===== src/rtl/cpu_pkg.sv =====
// Shared CPU definitions: opcodes, NOP encoding, fetch FSM states
// and default datapath widths.
package cpu_pkg;

  localparam int ADDR_W_DEF  = 16;
  localparam int INSTR_W_DEF = 16;

  localparam logic [3:0] OP_B   = 4'hC;
  localparam logic [3:0] OP_BR  = 4'hD;
  localparam logic [3:0] OP_PCS = 4'hE;
  localparam logic [3:0] OP_HLT = 4'hF;

  localparam logic [15:0] INSTR_NOP = 16'h0000;

  typedef enum logic {
    FETCH  = 1'b0,
    HALTED = 1'b1
  } fetch_state_e;

endpackage


===== src/rtl/fetch_pc_reg.sv =====
// Program counter register: async reset, redirect load,
// increment by 2 (wrapping), otherwise hold.
module fetch_pc_reg
  import cpu_pkg::*;
#(
  parameter int ADDR_W = ADDR_W_DEF,
  parameter logic [ADDR_W-1:0] RESET_PC = '0
) (
  input  logic              clk,
  input  logic              rst,
  input  logic              load,
  input  logic              inc,
  input  logic [ADDR_W-1:0] target,
  output logic [ADDR_W-1:0] pc,
  output logic [ADDR_W-1:0] pc_plus2
);

  assign pc_plus2 = pc + ADDR_W'(2);

  always_ff @(posedge clk or posedge rst) begin
    if (rst) begin
      pc <= RESET_PC;
    end else if (load) begin
      pc <= target;
    end else if (inc) begin
      pc <= pc_plus2;
    end
  end

endmodule


===== src/rtl/fetch_stage.sv =====
// Instruction fetch stage driving the IF/ID register.
// Optional perf counters enabled by FETCH_PERF_CNT_EN.
module fetch_stage
  import cpu_pkg::*;
#(
  parameter int ADDR_W = ADDR_W_DEF,
  parameter int INSTR_W = INSTR_W_DEF,
  parameter logic [ADDR_W-1:0] RESET_PC = 16'h0000
) (
  input  logic               clk,
  input  logic               rst,
  input  logic               stall,
  input  logic               branch_taken,
  input  logic [ADDR_W-1:0]  branch_target,
  output logic               imem_req,
  output logic [ADDR_W-1:0]  imem_addr,
  input  logic               imem_ready,
  input  logic [INSTR_W-1:0] imem_data,
  output logic [INSTR_W-1:0] if_id_instr,
  output logic [ADDR_W-1:0]  if_id_pc_plus2,
  output logic               if_id_valid,
  output logic               fetch_halted
`ifdef FETCH_PERF_CNT_EN
  ,
  output logic [31:0]        perf_fetched,
  output logic [31:0]        perf_stall_cycles
`endif
);

  fetch_state_e      state;
  logic [ADDR_W-1:0] pc;
  logic [ADDR_W-1:0] pc_plus2;
  logic [ADDR_W-1:0] target;
  logic              in_fetch;
  logic              is_hlt;
  logic              do_redir;
  logic              do_hold;
  logic              do_load;
  logic              do_inc;

  assign target   = {branch_target[ADDR_W-1:1], 1'b0};
  assign in_fetch = (state == FETCH);
  assign is_hlt   = (imem_data[INSTR_W-1 -: 4] == OP_HLT);

  // Mutually exclusive so the decoder below can be unique.
  assign do_redir = branch_taken;
  assign do_hold  = stall & ~branch_taken;
  assign do_load  = ~branch_taken & ~stall
                  & in_fetch & imem_ready;
  assign do_inc   = do_load & ~is_hlt;

  assign imem_req  = in_fetch & ~rst;
  assign imem_addr = pc;

  fetch_pc_reg #(
    .ADDR_W   (ADDR_W),
    .RESET_PC (RESET_PC)
  ) u_pc (
    .clk      (clk),
    .rst      (rst),
    .load     (do_redir),
    .inc      (do_inc),
    .target   (target),
    .pc       (pc),
    .pc_plus2 (pc_plus2)
  );

  always_ff @(posedge clk or posedge rst) begin
    if (rst) begin
      state          <= FETCH;
      if_id_instr    <= INSTR_W'(INSTR_NOP);
      if_id_pc_plus2 <= '0;
      if_id_valid    <= 1'b0;
      fetch_halted   <= 1'b0;
    end else begin
      unique case (1'b1)
        do_redir: begin
          state          <= FETCH;
          fetch_halted   <= 1'b0;
          if_id_instr    <= INSTR_W'(INSTR_NOP);
          if_id_pc_plus2 <= '0;
          if_id_valid    <= 1'b0;
        end
        do_hold: ;
        do_load: begin
          if_id_instr    <= imem_data;
          if_id_pc_plus2 <= pc_plus2;
          if_id_valid    <= 1'b1;
          if (is_hlt) begin
            state        <= HALTED;
            fetch_halted <= 1'b1;
          end
        end
        default: begin
          if_id_instr    <= INSTR_W'(INSTR_NOP);
          if_id_pc_plus2 <= '0;
          if_id_valid    <= 1'b0;
        end
      endcase
    end
  end

`ifdef FETCH_PERF_CNT_EN
  logic stall_cyc;

  assign stall_cyc = in_fetch & (stall | ~imem_ready);

  always_ff @(posedge clk or posedge rst) begin
    if (rst) begin
      perf_fetched      <= '0;
      perf_stall_cycles <= '0;
    end else begin
      if (do_load && perf_fetched != 32'hFFFF_FFFF)
        perf_fetched <= perf_fetched + 32'd1;
      if (stall_cyc && perf_stall_cycles != 32'hFFFF_FFFF)
        perf_stall_cycles <= perf_stall_cycles + 32'd1;
    end
  end
`endif

endmodule

===== config.mk =====
export PLATFORM = sky130hd
export DESIGN_NAME = fetch_stage
export DESIGN_NICKNAME = d
export VERILOG_FILES = /design/src/rtl/cpu_pkg.sv /design/src/rtl/fetch_pc_reg.sv /design/src/rtl/fetch_stage.sv
export SDC_FILE = /design/constraint.sdc
export NUM_CORES = 1
export LEC_CHECK = 0
export CAP_MARGIN = 20
export CORE_MARGIN = 4
export CORE_UTILIZATION = 41
export CTS_BUF_LIST = sky130_fd_sc_hd__clkbuf_8
export DETAILED_ROUTE_END_ITERATION = 16
export PLACE_DENSITY_LB_ADDON = 0.05
export SLEW_MARGIN = 25
export SYNTH_ARGS = -nofsm -noshare
export SYNTH_HDL_FRONTEND = slang
export SYNTH_SLANG_ARGS = --single-unit
export TNS_END_PERCENT = 10

===== constraint.sdc =====
create_clock -name clk -period 1.7 [get_ports clk]
set_input_delay 0.17 -clock clk [delete_from_list [all_inputs] [get_ports clk]]
set_output_delay 0.17 -clock clk [all_outputs]
set_load 0.05 [all_outputs]

==> results.md, run 1 <==
* Status: finished, final reports clean
* FF/Latch Area at approximately 0.0012 sq mm
* Share of layout cells above drive strength 1 at 0.2975
* Tcrit/Tclk final at 0.9777
* Critical path class: register to register
* Fillcell total at approximately 410
* Grt ovf at 0
* Peak supply drop at approximately 0.45 mV
* R2R Path End: u_pc.pc[14]
* H-tree levels at 2
* CTS Buffer Depth at 2
* Routed wl met3 at 356 microns
* DP Cell Count at approximately 380
* Vias in the first global route at about 2.1k
* Sequential-to-total area share from yosys stat at 0.5447
* Highest metal used: met4
* Skew final at roughly 0.0091 ns
* Final instance area at about 0.0036 sq mm
* Clk slew on worst S/H paths at approximately 0.090 ns
* Row cnt at 26
* Yosys cell types at 40
* RSZ-0062 raised after global routing: true
* NetSw at between 0.9 and 1 mW
* I/O Buffers at 85
* Ys flop type: dfrtp_1
* Half-perimeter wire length after detailed placement at about 4500 microns
* Crit path required time at 1.89 ns
* Final Hold Viols at 0
* Post-Syn Instances at about 210
* Leakage power at 1.695 nW
* P per Cell Area at between 700 and 800 mW/mm^2
* Drt first-iter violations at 72
* Effective utilization at floorplan at 0.4325
* IO Count at between 80 and 90
* Reg2reg start: u_pc.pc[9]
* Pwr Total at roughly 2.8 mW
* Number of synthesized flops with an enable pin at 0
* Sequential share of power at 0.458
* Height of the chip at approximately 82 microns
* ANT cells at 0
* Syn_nets at 244
* Per-cell routed wire length at ~16 microns
* Post-DR vias/cell at between 5 and 6
* Via count at ~2.0k
* Reg2reg path depth at 4
* Remaining antenna violation count at 0
* Max Fclk at ~600 MHz
* Die area at approximately 0.0067 sq mm
* Power share of the combinational group at 0.303
* First-pass GRT wire length at between 10,000 and 15,000 microns
* Met2 routed wirelength at 3064 microns
* CP max-delay cell: or4b_4
* Worst min path class: input port to asynchronous set/reset pin
* Syn_area_per_cell at between 10 and 15 sq um
* Area grow syn2layout at 60.20%
* Clk_lat worst skew at roughly 0.30 ns
* Placeable Area at around 0.0052 sq mm
* Total track usage at 0.1978
* Final wirelength at 6243 microns
* Total CTS buffers at 5
* Worst-Margin Slew at approximately 0.5 ns
* Critical path fanouts, max at 3
* Worst-path cell chain: nand4_1, or4b_4, a21o_1, a221o_1
* Tmin final at 1.662 ns
* Crit-path max cell delay at roughly 0.54 ns
* Final setup viols at 0
* Fin. max-slew vios at 0
* Post-DP Area at 0.003415 sq mm
* Root Buffer: clkbuf_8
* Worst hold slack at around 0.23 ns
* Routability congestion estimate at approximately 0.80
* Worst setup SP type: register
* NumNets Final at 363
* R2R setup slack at about 0.038 ns
* Fin cells at 396
* Largest net degree at the start of global routing at 50
* Max Cap Viol at 0
* Clock Power Share at 0.240
* CP arrival at around 1.9 ns
* M1 WL at about 2800 microns
* YS warnings at 0
* Number of remaining DRC errors at 0
* Sw Share at 0.3364
* Die X at between 80 and 90 microns
* CTS tree: done
* Mapped Area at 0.002251 sq mm
* Initial antenna violation count at 0
* Pre-antenna DRT Iters at 4
* CP endpoint kind: register
* Register bit total from synthesis at ~50
* Post-synth ARST share at 1.000
* Multi-input gate area at around 0.0010 sq mm
* Max_slew headroom at 0.6564
* Pint at about 1.9 mW
* Clock Sinks at slightly below 50
## synthesized netlist by cell type, types with 2 or more instances
| cell type | count | area share |
|---|---|---|
| a22oi_1 | 2 | 0.0067 |
| nor4_1 | 2 | 0.0056 |
| a221o_1 | 9 | 0.040 |
| nor2_1 | 2 | 0.0033 |
| a21oi_1 | 2 | 0.0044 |
| mux2i_1 | 2 | 0.0089 |
| o21bai_1 | 4 | 0.013 |
| clkbuf_1 | 10 | 0.017 |
| nor3b_1 | 2 | 0.0067 |
| xnor2_1 | 7 | 0.027 |
| nand2_1 | 23 | 0.038 |
| nand3_1 | 6 | 0.013 |
| a21o_1 | 5 | 0.017 |
| o21ai_0 | 19 | 0.042 |
| and3_1 | 4 | 0.011 |
| inv_1 | 4 | 0.0067 |
| xor2_1 | 7 | 0.027 |
| nand4_1 | 3 | 0.0083 |
| a22o_1 | 17 | 0.066 |
| dfrtp_1 | 49 | 0.54 |
| nor3_1 | 8 | 0.018 |
## worst max-delay path, delay by kind of cell, from the launching register on
family          cells  cell delay, ns
simple gates        2            0.72
flops               1            0.38
compound gates      2            0.45
## repair_timing
action / in CTS / in global routing
endpoints found under the setup margin: 0 / 22
resized for setup: 0 / 17
hold endpoints to repair: 0 / 0
hold buffers: 0 / 0
setup buffers: 0 / 4
## layout make-up
| class | count | area share |
|---|---|---|
| clock inverters | 3 | 0.004858 |
| well taps | 70 | 0.02429 |
| repair buffers | 126 | 0.3223 |
| multi-input cells | 139 | 0.2807 |
| inverters | 4 | 0.004164 |
| flip-flops and latches | 49 | 0.3446 |
| clock buffers | 5 | 0.01908 |
## per-layer routing
metal	up-vias	track usage
li1	990	-
met1	991	0.2553
met2	63	0.3312
met3	5	0.04881
met4	0	0.05482
met5	-	0
## registers in the layout (all words and copies together), names as in the netlist
name,count
if_id_instr,16
if_id_valid,1
state,1
if_id_pc_plus2,16
u_pc.pc,15
## how the worst max path moves through the flow
stage	startpoint	end	slack (ns)
final	u_pc.pc[9]	u_pc.pc[14]	0.04
after global routing	u_pc.pc[9]	u_pc.pc[14]	-0.01
after CTS	state	u_pc.pc[9]	0.01
after detailed placement	branch_taken	u_pc.pc[6]	-0.26
after global placement	branch_taken	u_pc.pc[11]	-0.21
after floorplan	u_pc.pc[6]	u_pc.pc[14]	-0.26
## through the flow
step	TNS, ns	worst slack (ns)	util
after floorplan	-2.209	-0.2616	-
after global placement	-3.169	-0.2063	0.6560
after detailed placement	-4.209	-0.2592	0.6560
after CTS	0	0.01209	0.6726
after global routing	-0.03955	-0.01278	0.6928
final	0	0.03787	0.6928
## placed cells by master (no fill, tap or decap), types with 2 or more instances in the layout
cell type and instances:
a22oi_1 2, clkdlybuf4s50_1 56, a221o_1 9, xor2_1 7
nor2_1 2, buf_4 59, xnor2_1 7, nor3b_1 2
buf_12 3, inv_1 3, clkinv_2 2, nand3_1 5
a22o_1 17, mux2i_1 2, nand4_1 3, o21bai_1 4
nor3_2 2, a21oi_1 2, and3_1 4, clkbuf_8 5
dlymetal6s2s_1 7, nand2_1 23, dfrtp_2 13, dfrtp_1 36
o21ai_0 19, a21o_1 5, nor3_1 6
## power by group through the flow
| stage | logic (mW) | clock network (mW) | registers, mW |
|---|---|---|---|
| final | 0.854 | 0.676 | 1.29 |
| after CTS | 0.849 | 0.699 | 1.29 |
| after global routing | 0.909 | 0.751 | 1.30 |
| after floorplan | 0.202 | 0 | 1.59 |
| after detailed placement | 0.846 | 0 | 1.31 |
| after global placement | 0.838 | 0 | 1.31 |
## cell families after synthesis
kind of cell,synth area share
xor+xnor,0.05448
compound gates,0.1962
other cells,0.001666
mux,0.008894
buf+inv,0.03279
fa+ha+maj,0.005558
flops,0.5447
simple gates,0.1556
Note: power is estimated with default switching activity, not from simulation.
==> run 2: changes to the inputs <==
--- a/config.mk
+++ b/config.mk
@@ -9,6 +9,8 @@
 export CORE_MARGIN = 4
 export CORE_UTILIZATION = 41
 export CTS_BUF_LIST = sky130_fd_sc_hd__clkbuf_8
+export CTS_CLUSTER_DIAMETER = 200
+export CTS_CLUSTER_SIZE = 40
 export DETAILED_ROUTE_END_ITERATION = 16
 export PLACE_DENSITY_LB_ADDON = 0.05
 export SLEW_MARGIN = 25
==> results of run 2 <==
Final layout, timing and power as in run 1 (identical DEF).
